### config.mk
export PLATFORM = sky130hd
export DESIGN_NAME = poly_store
export DESIGN_NICKNAME = d
export VERILOG_FILES = /design/src/rtl/poly_store.sv
export SDC_FILE = /design/constraint.sdc
export NUM_CORES = 1
export LEC_CHECK = 0
export CAP_MARGIN = 20
export CORE_ASPECT_RATIO = 0.9
export CORE_MARGIN = 2
export CORE_UTILIZATION = 45
export DETAILED_ROUTE_END_ITERATION = 7
export GPL_TIMING_DRIVEN = 1
export HOLD_SLACK_MARGIN = 0.02
export PLACE_DENSITY = 0.74
export SLEW_MARGIN = 20
export SYNTH_ARGS = -nofsm -noshare
export SYNTH_HDL_FRONTEND = slang
export SYNTH_SLANG_ARGS = --single-unit
### constraint.sdc
create_clock -name clk -period 1.7 [get_ports clk]
set_clock_uncertainty 0.05 [all_clocks]
set_input_delay 0.34 -clock clk [delete_from_list [all_inputs] [get_ports clk]]
set_output_delay 0.34 -clock clk [all_outputs]
set_load 0.05 [all_outputs]
### src/rtl/poly_store.sv
// Single-polynomial coefficient store: serial load, serial unload, parallel view.
// Coefficient i lives in poly_reg[i*b +: b]; the FSM walks one shared slot counter.
module poly_store #(
   parameter int p    = 17,
   parameter int N    = 8,
   parameter int logN = 3,
   parameter int b    = 5,
   parameter int Nb   = N*b
) (
   input  logic          clk,
   input  logic          reset,
   input  logic          WRITE,
   input  logic          data_in_ready,
   input  logic [b-1:0]  data_in,
   input  logic          READ,
   output logic          data_out_ready,
   output logic [b-1:0]  data_out,
   output logic [Nb-1:0] poly_reg
);

   if ((1 << logN) < N || p < 2) begin : g_param_chk
      $error("poly_store: logN too small for N, or modulus p below 2");
   end

   typedef enum logic [1:0] {IDLE, LOAD, UNLOAD} state_t;

   state_t          r_state, w_next;
   logic [logN-1:0] r_cnt;
   logic            w_last;
   logic            w_adv;
   logic [b-1:0]    w_slot;

   assign w_last = (r_cnt == logN'(N-1));
   assign w_adv  = ((r_state == LOAD) && data_in_ready) || (r_state == UNLOAD);

   always_comb begin
      w_slot = '0;
      for (int i = 0; i < N; i++)
         if (r_cnt == logN'(i)) w_slot = poly_reg[i*b +: b];
   end

   always_comb begin
      w_next = r_state;
      case (r_state)
         IDLE:    if (WRITE) w_next = LOAD;
                  else if (READ) w_next = UNLOAD;
         LOAD:    if (data_in_ready && w_last) w_next = IDLE;
         UNLOAD:  if (w_last) w_next = IDLE;
         default: w_next = IDLE;
      endcase
   end

   always_ff @(posedge clk or negedge reset) begin
      if (!reset) r_state <= IDLE;
      else        r_state <= w_next;
   end

   // Counter wraps to 0 on the last word so a new session always starts at slot 0.
   always_ff @(posedge clk or negedge reset) begin
      if (!reset)                r_cnt <= '0;
      else if (r_state == IDLE)  r_cnt <= '0;
      else if (w_adv)            r_cnt <= w_last ? '0 : r_cnt + 1'b1;
   end

   always_ff @(posedge clk or negedge reset) begin
      if (!reset) begin
         data_out_ready <= 1'b0;
         data_out       <= '0;
      end else begin
         data_out_ready <= (r_state == UNLOAD);
         data_out       <= (r_state == UNLOAD) ? w_slot : '0;
      end
   end

   always_ff @(posedge clk or negedge reset) begin
      if (!reset) poly_reg <= '0;
      else if ((r_state == LOAD) && data_in_ready) begin
         for (int i = 0; i < N; i++)
            if (r_cnt == logN'(i)) poly_reg[i*b +: b] <= data_in;
      end
   end

endmodule

# After elaboration in Yosys (flattened, before gate mapping)
# Index checks and enable logic that the tools add are counted.
[word_totals]
register_bits = 51
out_inout_bits = 46
[classes]
add_sub_neg = 1
n_eq_ne = 12
n_mux = 17
reduce_logical = 15
[ops]
columns = ["cell", "n"]
rows = [
  ["$mux W5", 9],
  ["$reduce_and A2 Y1", 8],
  ["$eq A3 B3 Y1 const B", 4],
  ["$mux W3", 3],
  ["$mux W2", 4],
  ["$eq A3 B2 Y1 const B", 2],
  ["$pmux W2 S3", 1],
  ["$add A3 B1 Y3 const B", 1],
  ["$eq A3 B1 Y1 const B", 1],
  ["$logic_not A3 Y1", 1],
  ["$ne A3 B3 Y1 const B", 1],
  ["$reduce_and A3 Y1", 1],
  ["$eq A2 B1 Y1 const B", 1],
  ["$eq A2 B2 Y1 const B", 1],
  ["$logic_and A1 B1 Y1", 2],
  ["$logic_not A2 Y1", 1],
  ["$ne A2 B1 Y1 const B", 1],
  ["$ne A2 B2 Y1 const B", 1],
  ["$reduce_bool A2 Y1", 1],
  ["$logic_or A1 B1 Y1", 1],
]

# Logic depth before layout (Yosys ltp)
# Gate-level depths: netlist (run 1).
[depth]
ltp_word = 10
mapped_depth = 8

# Worst setup path after synthesis (run 1)
# OpenSTA, ideal clock, no wires.
[synth_path]
path_type = "register to register"
start = "register r_cnt[0]"
end = "register poly_reg[15]"
setup_ns = 0.125
arrival_time_ns = 1.507
setup_slack_ns = 0.018
stages_incl_launch_ff = 6
path_buffers = 1
cell_sequence = "dfrtp_1 > ha_1 > ha_1 > clkbuf_1 > nand2_1 > mux2_2"
[synth_via]
elab_chain_len = 2
[synth_lines]
columns = ["item", "line_no", "source"]
rows = [
  ["start: declaration", "28", "logic [logN-1:0] r_cnt;"],
  ["start signal: assignment", "62", "else if (w_adv) r_cnt <= w_last ? '0 : r_cnt + 1'b1;"],
  ["$eq A3 B2 Y1", "79", "if (r_cnt == logN'(i)) poly_reg[i*b +: b] <= data_in;"],
  ["$reduce_and A2 Y1 (no source line)", "--", ""],
  ["end signal: indexed assignment", "79", ""],
  ["end: declaration", "18", "output logic [Nb-1:0] poly_reg"],
]
# Every way passes these cells.
# A chain may end at the register's enable or synchronous reset.

# Final worst setup path (run 1)
[layout_path]
start = "register r_cnt[1]"
end = "register data_out[0]"
[layout_via]
elab_chain_len = 10
word_cells_on_any_way = 17
cone_classes = "eq/ne (7); mux (9); reduce/logical (1)"
[layout_lines]
columns = ["item", "line_no", "source"]
rows = [
  ["$logic_not A3 Y1", "39", "if (r_cnt == logN'(i)) w_slot = poly_reg[i*b +: b];"],
  ["$mux W5 (7 in series)", "39", ""],
  ["$mux W5 (*)", "39", ""],
  ["$mux W5 (*)", "71", "data_out <= (r_state == UNLOAD) ? w_slot : '0;"],
  ["end signal: assignment", "71", ""],
  ["end: declaration", "17", "output logic [b-1:0] data_out,"],
]
# Mark *: on every way between the ends. The rest lies on a longest branch, timed or not.

==> flow_summary.ini, run 1 <==
[global_routing]
grt_pass1_wl_mm = 10.4
antenna_found_initial = 0
grt_overflow = 0
grt_pass1_vias = 2085
grt_max_degree = 52
grt_usage_pct = 22.8

[setup_path]
r2r_cells = 7
r2r-start = r_cnt[1]
required_ns = 1.87
path_max_fanout = 12
timing.critical_path.to_type = register
cp-start-kind = register
crit_type = register to register
rrSetupSlack_ns = -0.01
crit_arrival_ns = 1.88
r2r_end = data_out[0]

[clocking]
cts.path.max_buffers = 2
cts_sinks = 51
insertion_delay_ns = 0.31
clk_pin_slew_worst_paths_ns = 0.09
cts_tree = done
numCtsBuffers = 5
htreeDepth = 2
root_buffer = clkbuf_8

[finish]
final_area_mm2 = 0.00350
area_growth_pct = 41.1
largest_register_ffs = 40
fin_util_pct = 66.2
finalNetCount = 320
antenna_cells = 0
layout-drive-gt1-share_pct = 50.2
fillers = 416

[sta]
rsz0062_at_grt = yes
slew_violations = 0
finalCritPeriodShare_pct = 101
setup_slack_ns = -0.0108
relSlewSlack_pct = 74.1
hold_viol_final = 0
setup_violations = 1
fmaxAchievable_ghz = 0.585
period_minus_slack_ns = 1.71
worstMarginPinSlew_ns = 0.388

[drt]
drc = 0
routed_wl_mm = 6.90
via_per_inst = 5.69
wire_per_inst_um = 18.6
first_iter_violations = 195
ant_nets = 0
first_pass_iters = 4
vias = 2106

[run_status]
status = finished with violations
failed_checks = setup timing

[logic_synthesis]
synth_top_area_cell = dfrtp_1
syn_area_per_cell_um2 = 11.1
synth-seq-area-share_pct = 51.5
ys_types = 29
netlist_top_cells_count = dfrtp_1, mux2_2, nand2_1, o21ai_0
synthFlopType = dfrtp_1
yosys_warnings = 0
synthArstFlopShare_pct = 100
syn_area_mm2 = 0.00248
synth-seq-cells = 51
synth_edf_count = 0
yosys-top-cells-area = dfrtp_1, mux2_2, nand2_1
synthesis.nets = 239
yosysMostFrequentCell = dfrtp_1
synthCells = 223
yosysTopAreaCellShare_pct = 51.5

[min_path]
min_path_type = input pin to asynchronous set/reset pin

[floorplan]
fp.dieW_um = 82.2
ios = 56
coreArea_mm2 = 0.00529
rows = 25
fp.dieArea_mm2 = 0.00612
start_util_pct = 46.9
die_h_um = 74.4

[placed_design]
dpl_cell_area_mm2 = 0.00312
place_hpwl_mm = 4.51
portBuffers = 55
place_congestion = 0.930
pre_cts_slack_ns = -0.234

[flow_run]
maxCapViolations = 0
## cell usage in the layout (no fill, tap or decap), types with 2 or more instances in the layout
| master | n |
|---|---|
| nor2b_1 | 5 |
| mux2_2 | 35 |
| clkbuf_8 | 5 |
| dfrtp_2 | 2 |
| nand2_1 | 24 |
| a21oi_1 | 6 |
| o21ai_1 | 4 |
| o211ai_1 | 10 |
| a31oi_1 | 7 |
| nor2_1 | 9 |
| buf_8 | 2 |
| a22o_1 | 2 |
| a21oi_2 | 4 |
| dfrtp_1 | 49 |
| inv_2 | 4 |
| mux2_1 | 5 |
| nand3_1 | 2 |
| o21ai_2 | 2 |
| a211oi_2 | 4 |
| buf_4 | 68 |
| clkdlybuf4s50_1 | 8 |
| inv_1 | 5 |
| clkbuf_16 | 2 |
| buf_12 | 3 |
| nand2_2 | 4 |
| nand2_4 | 2 |
| o21ai_0 | 5 |
| ha_4 | 5 |
| buf_6 | 2 |
## cells by family after synthesis
group / share of synthesized area [%]
AO/OA/AOI/OAI: 13.0
AND/OR/NAND/NOR: 9.69
flip-flops: 51.5
multiplexers: 19.0
buffers and inverters: 3.74
adder cells (fa/ha/maj): 3.03
## cell type report
| class | instances | area, µm² | area share (%) |
|---|---|---|---|
| Clock buffer | 6 | 72.6 | 2.08 |
| Inverter | 9 | 33.8 | 0.966 |
| Multi-Input combinational cell | 150 | 1260 | 36.0 |
| Sequential cell | 51 | 1280 | 36.6 |
| Tap cell | 67 | 83.8 | 2.40 |
| Timing Repair Buffer | 87 | 768 | 22.0 |
## worst max path at each step
stage / end / start / slack, ns
6_report: data_out[0] / r_cnt[1] / -0.01
5_1_grt: data_out[4] / r_cnt[0] / -0.08
4_1_cts: data_out[4] / r_cnt[1] / 0.003
3_5_place_dp: poly_reg[6] / data_in_ready / -0.23
3_3_place_gp: poly_reg[6] / data_in_ready / -0.20
2_1_floorplan: poly_reg[15] / r_cnt[0] / 0.02
## metal layers
layer / GRT usage, % / vias to the layer above / part of all wire, %
met4: 9.07 / 0 / 1.8
met1: 30.8 / 1059 / 43
met2: 36.4 / 80 / 49
met5: 0 / - / 0
met3: 4.13 / 14 / 6.6
li1: - / 953 / -
## worst max-delay path, stage by stage, from the launching register on
cell	delay, ns
dfrtp_2	0.43
inv_2	0.05
buf_4	0.14
ha_4	0.20
buf_6	0.15
o211ai_1	0.23
o211ai_1	0.16
a31oi_1	0.20
## per-stage QoR
| step | std cells | setup TNS [ns] | hold slack, ns |
|---|---|---|---|
| 6_report | 370 | -0.0108 | 0.479 |
| 5_1_grt | 370 | -0.302 | 0.509 |
| 3_5_place_dp | 353 | -7.18 | 0.301 |
| 2_1_floorplan | 223 | 0 | -0.00559 |
| 4_1_cts | 365 | 0 | 0.487 |
| 3_3_place_gp | 353 | -6.37 | 0.299 |
## timing repair
action,in CTS,in global routing
pin swaps,5,16
hold buffers,1,0
gates cloned,0,2
buffers inserted,5,3
setup endpoints to repair,32,11
resized for setup,19,29
endpoints found under the hold margin,51,0
Power of run 1 is left out: the tool's default activity adds up to more than one toggle a clock period on the data nets, which glitch-free logic cannot reach.
==> inputs of run 2 (changes only) <==
--- a/config.mk
+++ b/config.mk
@@ -10,7 +10,7 @@
 export CORE_MARGIN = 2
 export CORE_UTILIZATION = 45
 export DETAILED_ROUTE_END_ITERATION = 7
-export GPL_TIMING_DRIVEN = 1
+export GPL_TIMING_DRIVEN = 0
 export HOLD_SLACK_MARGIN = 0.02
 export PLACE_DENSITY = 0.74
 export SLEW_MARGIN = 20
==> flow_summary.ini, run 2 (synthesized netlist as in run 1, its figures left out) <==
[run_status]
status = finished with violations
failed_checks = hold timing, setup timing

[finish]
area_growth_pct = 41.8
layout-drive-gt1-share_pct = 33.4
seqCellArea_mm2 = 0.00128
fin_util_pct = 66.5
largest_register_ffs = 40
fillers = 409
final_common_cell = dfrtp_1
multi_input_area_mm2 = 0.00127
finalNetCount = 314
antenna_cells = 0
final_cell_mix = dfrtp_1, dlygate4sd2_1, mux2_2, nand2_1, buf_4

[flow_run]
maxCapViolations = 0

[clocking]
hold_buffers = 0
clk_pin_slew_worst_paths_ns = 0.09
htreeDepth = 2
cts.path.max_buffers = 2
root_buffer = clkbuf_8
cts_tree = done
numCtsBuffers = 5
cts_sinks = 51
insertion_delay_ns = 0.30

[sta]
timing.hold.ws_ns = -0.00155
worstMarginPinSlew_ns = 0.614
relSlewSlack_pct = 59.1
finalCritPeriodShare_pct = 105
setup_violations = 5
fmaxAchievable_ghz = 0.561
slew_violations = 0
period_minus_slack_ns = 1.78
hold_viol_final = 5
rsz0062_at_grt = yes
setup_slack_ns = -0.0819

[setup_path]
crit_type = register to register
rrSetupSlack_ns = -0.08
max_stage_delay_ns = 0.43
r2r_end = data_out[0]
path_max_fanout = 4
crit_family = compound AO/OA/AOI/OAI gates
r2r-start = r_cnt[1]
cp-start-kind = register
timing.critical_path.to_type = register
crit_chain = buf_6 > ha_4 > ha_4 > nor2_2 > o211ai_1 > o211ai_1 > a31oi_1
required_ns = 1.83
crit_arrival_ns = 1.92
r2r_cells = 7
critPathSlowestCell = dfrtp_1
path_buf_inv = 1

[floorplan]
coreArea_mm2 = 0.00529
fp.dieW_um = 82.2
start_util_pct = 46.9
rows = 25
ios = 56
fp.dieArea_mm2 = 0.00612
die_h_um = 74.4

[min_path]
min_path_type = input pin to asynchronous set/reset pin

[drt]
wire_per_inst_um = 18.8
first_pass_iters = 5
first_iter_violations = 154
ant_nets = 0
vias = 2096
drc = 0
via_per_inst = 5.73
routed_wl_mm = 6.87

[global_routing]
grt_usage_pct = 23.5
grt_max_degree = 52
antenna_found_initial = 0
grt_pass1_wl_mm = 10.7
grt_pass1_vias = 2094
grt_overflow = 0

[placed_design]
portBuffers = 55
place_congestion = 0.893
pre_cts_slack_ns = -0.305
place_hpwl_mm = 4.42
-- run 2: cell types whose count changed in the layout (fill, tap and decap cells not counted), sizes merged --
| cell | previous run | this run |
|---|---|---|
| buf | 76 | 20 |
| dlygate4sd3 | 1 | 0 |
| clkdlybuf4s50 | 8 | 7 |
| dlymetal6s2s | 0 | 1 |
| clkbuf | 8 | 15 |
| dlygate4sd2 | 0 | 46 |
-- run 2: layout make-up --
type	instances	share of cell area, %
Sequential cell	51	36.4
Multi-Input combinational cell	150	36.1
Timing Repair Buffer	71	18.2
Buffer	10	2.99
Clock buffer	8	2.85
Tap cell	67	2.39
Inverter	9	1.10
-- run 2: metal layers --
layer	vias to the layer above	GRT usage, %	share of wire (%)
li1	940	-	-
met1	1055	31.8	43
met2	84	38.3	49
met3	17	5.46	5.9
met4	0	5.74	2.7
met5	-	0	0
-- run 2: worst register-to-register path: cells and delay by family (launching register included) --
family                   cells  cell delay (ns)
AO/OA/AOI/OAI                3             0.47
adder cells (fa/ha/maj)      2             0.35
buffers and inverters        1             0.14
flip-flops                   1             0.43
AND/OR/NAND/NOR              1             0.22
-- run 2: metrics by stage --
stage / instance area [µm²] / setup TNS (ns) / hold WS, ns / instances
after floorplan: 2480 / 0 / -0.00559 / 223
after global placement: 3110 / -73.35 / 0.469 / 345
after detailed placement: 3110 / -10.86 / 0.350 / 345
after CTS: 3420 / -0.0328 / 0.0243 / 362
after global routing: 3510 / -0.332 / 0.0442 / 366
final: 3510 / -0.307 / -0.00155 / 366
-- run 2: worst max-delay path by stage --
stage,cells past startpoint,slack (ns),end,from
2_1_floorplan,5,0.02,poly_reg[15],r_cnt[0]
3_3_place_gp,1,-1.24,poly_reg[27],reset
3_5_place_dp,5,-0.30,poly_reg[16],data_in_ready
4_1_cts,8,-0.02,data_out[3],r_cnt[1]
5_1_grt,7,-0.08,data_out[0],r_cnt[1]
6_report,7,-0.08,data_out[0],r_cnt[1]
-- run 2: timing repair --
action,4_1_cts,5_1_grt
resized for setup,94,20
pin swaps,9,15
gates cloned,2,0
setup buffers,9,5
endpoints found under the setup margin,70,43
Power of run 2 is left out for the same reason.
==> inputs of run 3 (changes only) <==
--- a/config.mk
+++ b/config.mk
@@ -8,12 +8,12 @@
 export CAP_MARGIN = 20
 export CORE_ASPECT_RATIO = 0.9
 export CORE_MARGIN = 2
-export CORE_UTILIZATION = 45
+export CORE_UTILIZATION = 25
 export DETAILED_ROUTE_END_ITERATION = 7
 export GPL_TIMING_DRIVEN = 0
 export HOLD_SLACK_MARGIN = 0.02
-export PLACE_DENSITY = 0.74
-export SLEW_MARGIN = 20
+export PLACE_DENSITY = 0.45
+export SKIP_CTS_REPAIR_TIMING = 1
 export SYNTH_ARGS = -nofsm -noshare
 export SYNTH_HDL_FRONTEND = slang
 export SYNTH_SLANG_ARGS = --single-unit
==> flow_summary.ini, run 3 (synthesized netlist as in run 1, its figures left out) <==
[global_routing]
grt_pass1_vias = 1992
grt_usage_pct = 12.9
grt_pass1_wl_mm = 10.5
antenna_found_initial = 0
grt_max_degree = 32
grt_overflow = 0

[finish]
seqCellArea_mm2 = 0.00128
area_growth_pct = 49.0
final_cell_mix = dfrtp_1, dlymetal6s2s_1, mux2_2, nand2_1
largest_register_ffs = 40
final_common_cell = dfrtp_1
multi_input_area_mm2 = 0.00125
finalNetCount = 311
antenna_cells = 0
fin_util_pct = 38.2
layout-drive-gt1-share_pct = 30.7
fillers = 952

[sta]
setup_violations = 2
hold_viol_final = 0
worstMarginPinSlew_ns = 0.553
tns_ns = -0.0181
timing.hold.ws_ns = 0.333
rsz0062_at_grt = yes
relSlewSlack_pct = 63.2
setup_slack_ns = -0.0105
fmaxAchievable_ghz = 0.585
slew_violations = 0
period_minus_slack_ns = 1.71
finalCritPeriodShare_pct = 101

[floorplan]
fp.dieArea_mm2 = 0.0107
coreArea_mm2 = 0.00966
fp.dieW_um = 109
rows = 34
die_h_um = 98.5
ios = 56
start_util_pct = 25.7

[run_status]
failed_checks = setup timing
status = finished with violations

[clocking]
insertion_delay_ns = 0.31
clk_pin_slew_worst_paths_ns = 0.09
numCtsBuffers = 5
cts.path.max_buffers = 2
root_buffer = clkbuf_8
htreeDepth = 2
cts_sinks = 51
cts_tree = done

[pwr]
p_per_area_mw_per_mm2 = 2160
max-vdd-ir-drop_mv = 1.01
cellLeakagePower_nw = 2.05
finalPower_w = 0.00798

[setup_path]
path_max_fanout = 8
crit_type = register to register
crit_arrival_ns = 1.88
timing.critical_path.to_type = register
required_ns = 1.87
cp-start-kind = register

[drt]
wire_per_inst_um = 16.4
first_pass_iters = 4
routed_wl_mm = 6.92
ant_nets = 0
via_per_inst = 4.70
first_iter_violations = 55
vias = 1983
drc = 0

[placed_design]
portBuffers = 55
pre_cts_slack_ns = -0.347
place_hpwl_mm = 5.04
place_congestion = 0.801

[min_path]
min_path_type = input pin to register

[flow_run]
maxCapViolations = 0
run 3: changes by cell type in the layout (fill, tap and decap cells not counted), moves of 2 or more:
cell | before | now
buf_4 | 12 | 10
buf_8 | 0 | 2
clkbuf_8 | 8 | 5
dlygate4sd2_1 | 46 | 0
dlymetal6s2s_1 | 1 | 47
ha_4 | 6 | 4
nand2_2 | 6 | 4
nand2_4 | 2 | 4
run 3: final cells by class:
cell class              instances  share of cell area (%)
flip-flops and latches         51                    34.6
multi-input cells             150                    33.9
repair buffers                 67                    21.4
well taps                     126                    4.27
plain buffers                  11                    2.61
clock buffers                   7                    2.07
inverters                       9                   0.982
clock inverters                 1                   0.136
run 3: power breakdown:
group	internal (W)	switching, W
sequential	0.00173	0.000446
clock	0.000290	0.000399
combinational	0.00202	0.00310
total	0.00404	0.00394
run 3: worst max-delay path, cell delays in order (launching register included):
cell and delay, ns:
dfrtp_2 0.46, buf_6 0.13, ha_4 0.17, buf_8 0.13, buf_8 0.12, o211ai_1 0.18, o211ai_1 0.15, a31oi_1 0.22
run 3: routing by layer:
layer	wire [µm]	global-route usage (%)	vias to the layer above
met2	3430	20.7	39
met5	0	0	-
met3	235	3.11	8
met4	104	3.75	0
met1	3150	17.1	999
li1	-	-	937
run 3: metrics by stage:
step	area [µm²]	std cells
final	3690	422
after global routing	3690	422
after CTS	3280	413
after detailed placement	3200	405
after global placement	3190	404
after floorplan	2480	223
run 3: final timing paths:
path,startpoint,slack (ns),endpoint,cells after the start
max,r_cnt[0],-0.01,data_out[1],7
min,data_in_ready,0.33,r_state[0],2
max reg2reg,r_cnt[0],-0.01,data_out[1],7
min reg2reg,poly_reg[35],0.49,poly_reg[35],1
max in group asynchronous,reset,0.58,poly_reg[10],3
min in group asynchronous,reset,0.48,poly_reg[37],2
Note: power is estimated with default switching activity, not from simulation.
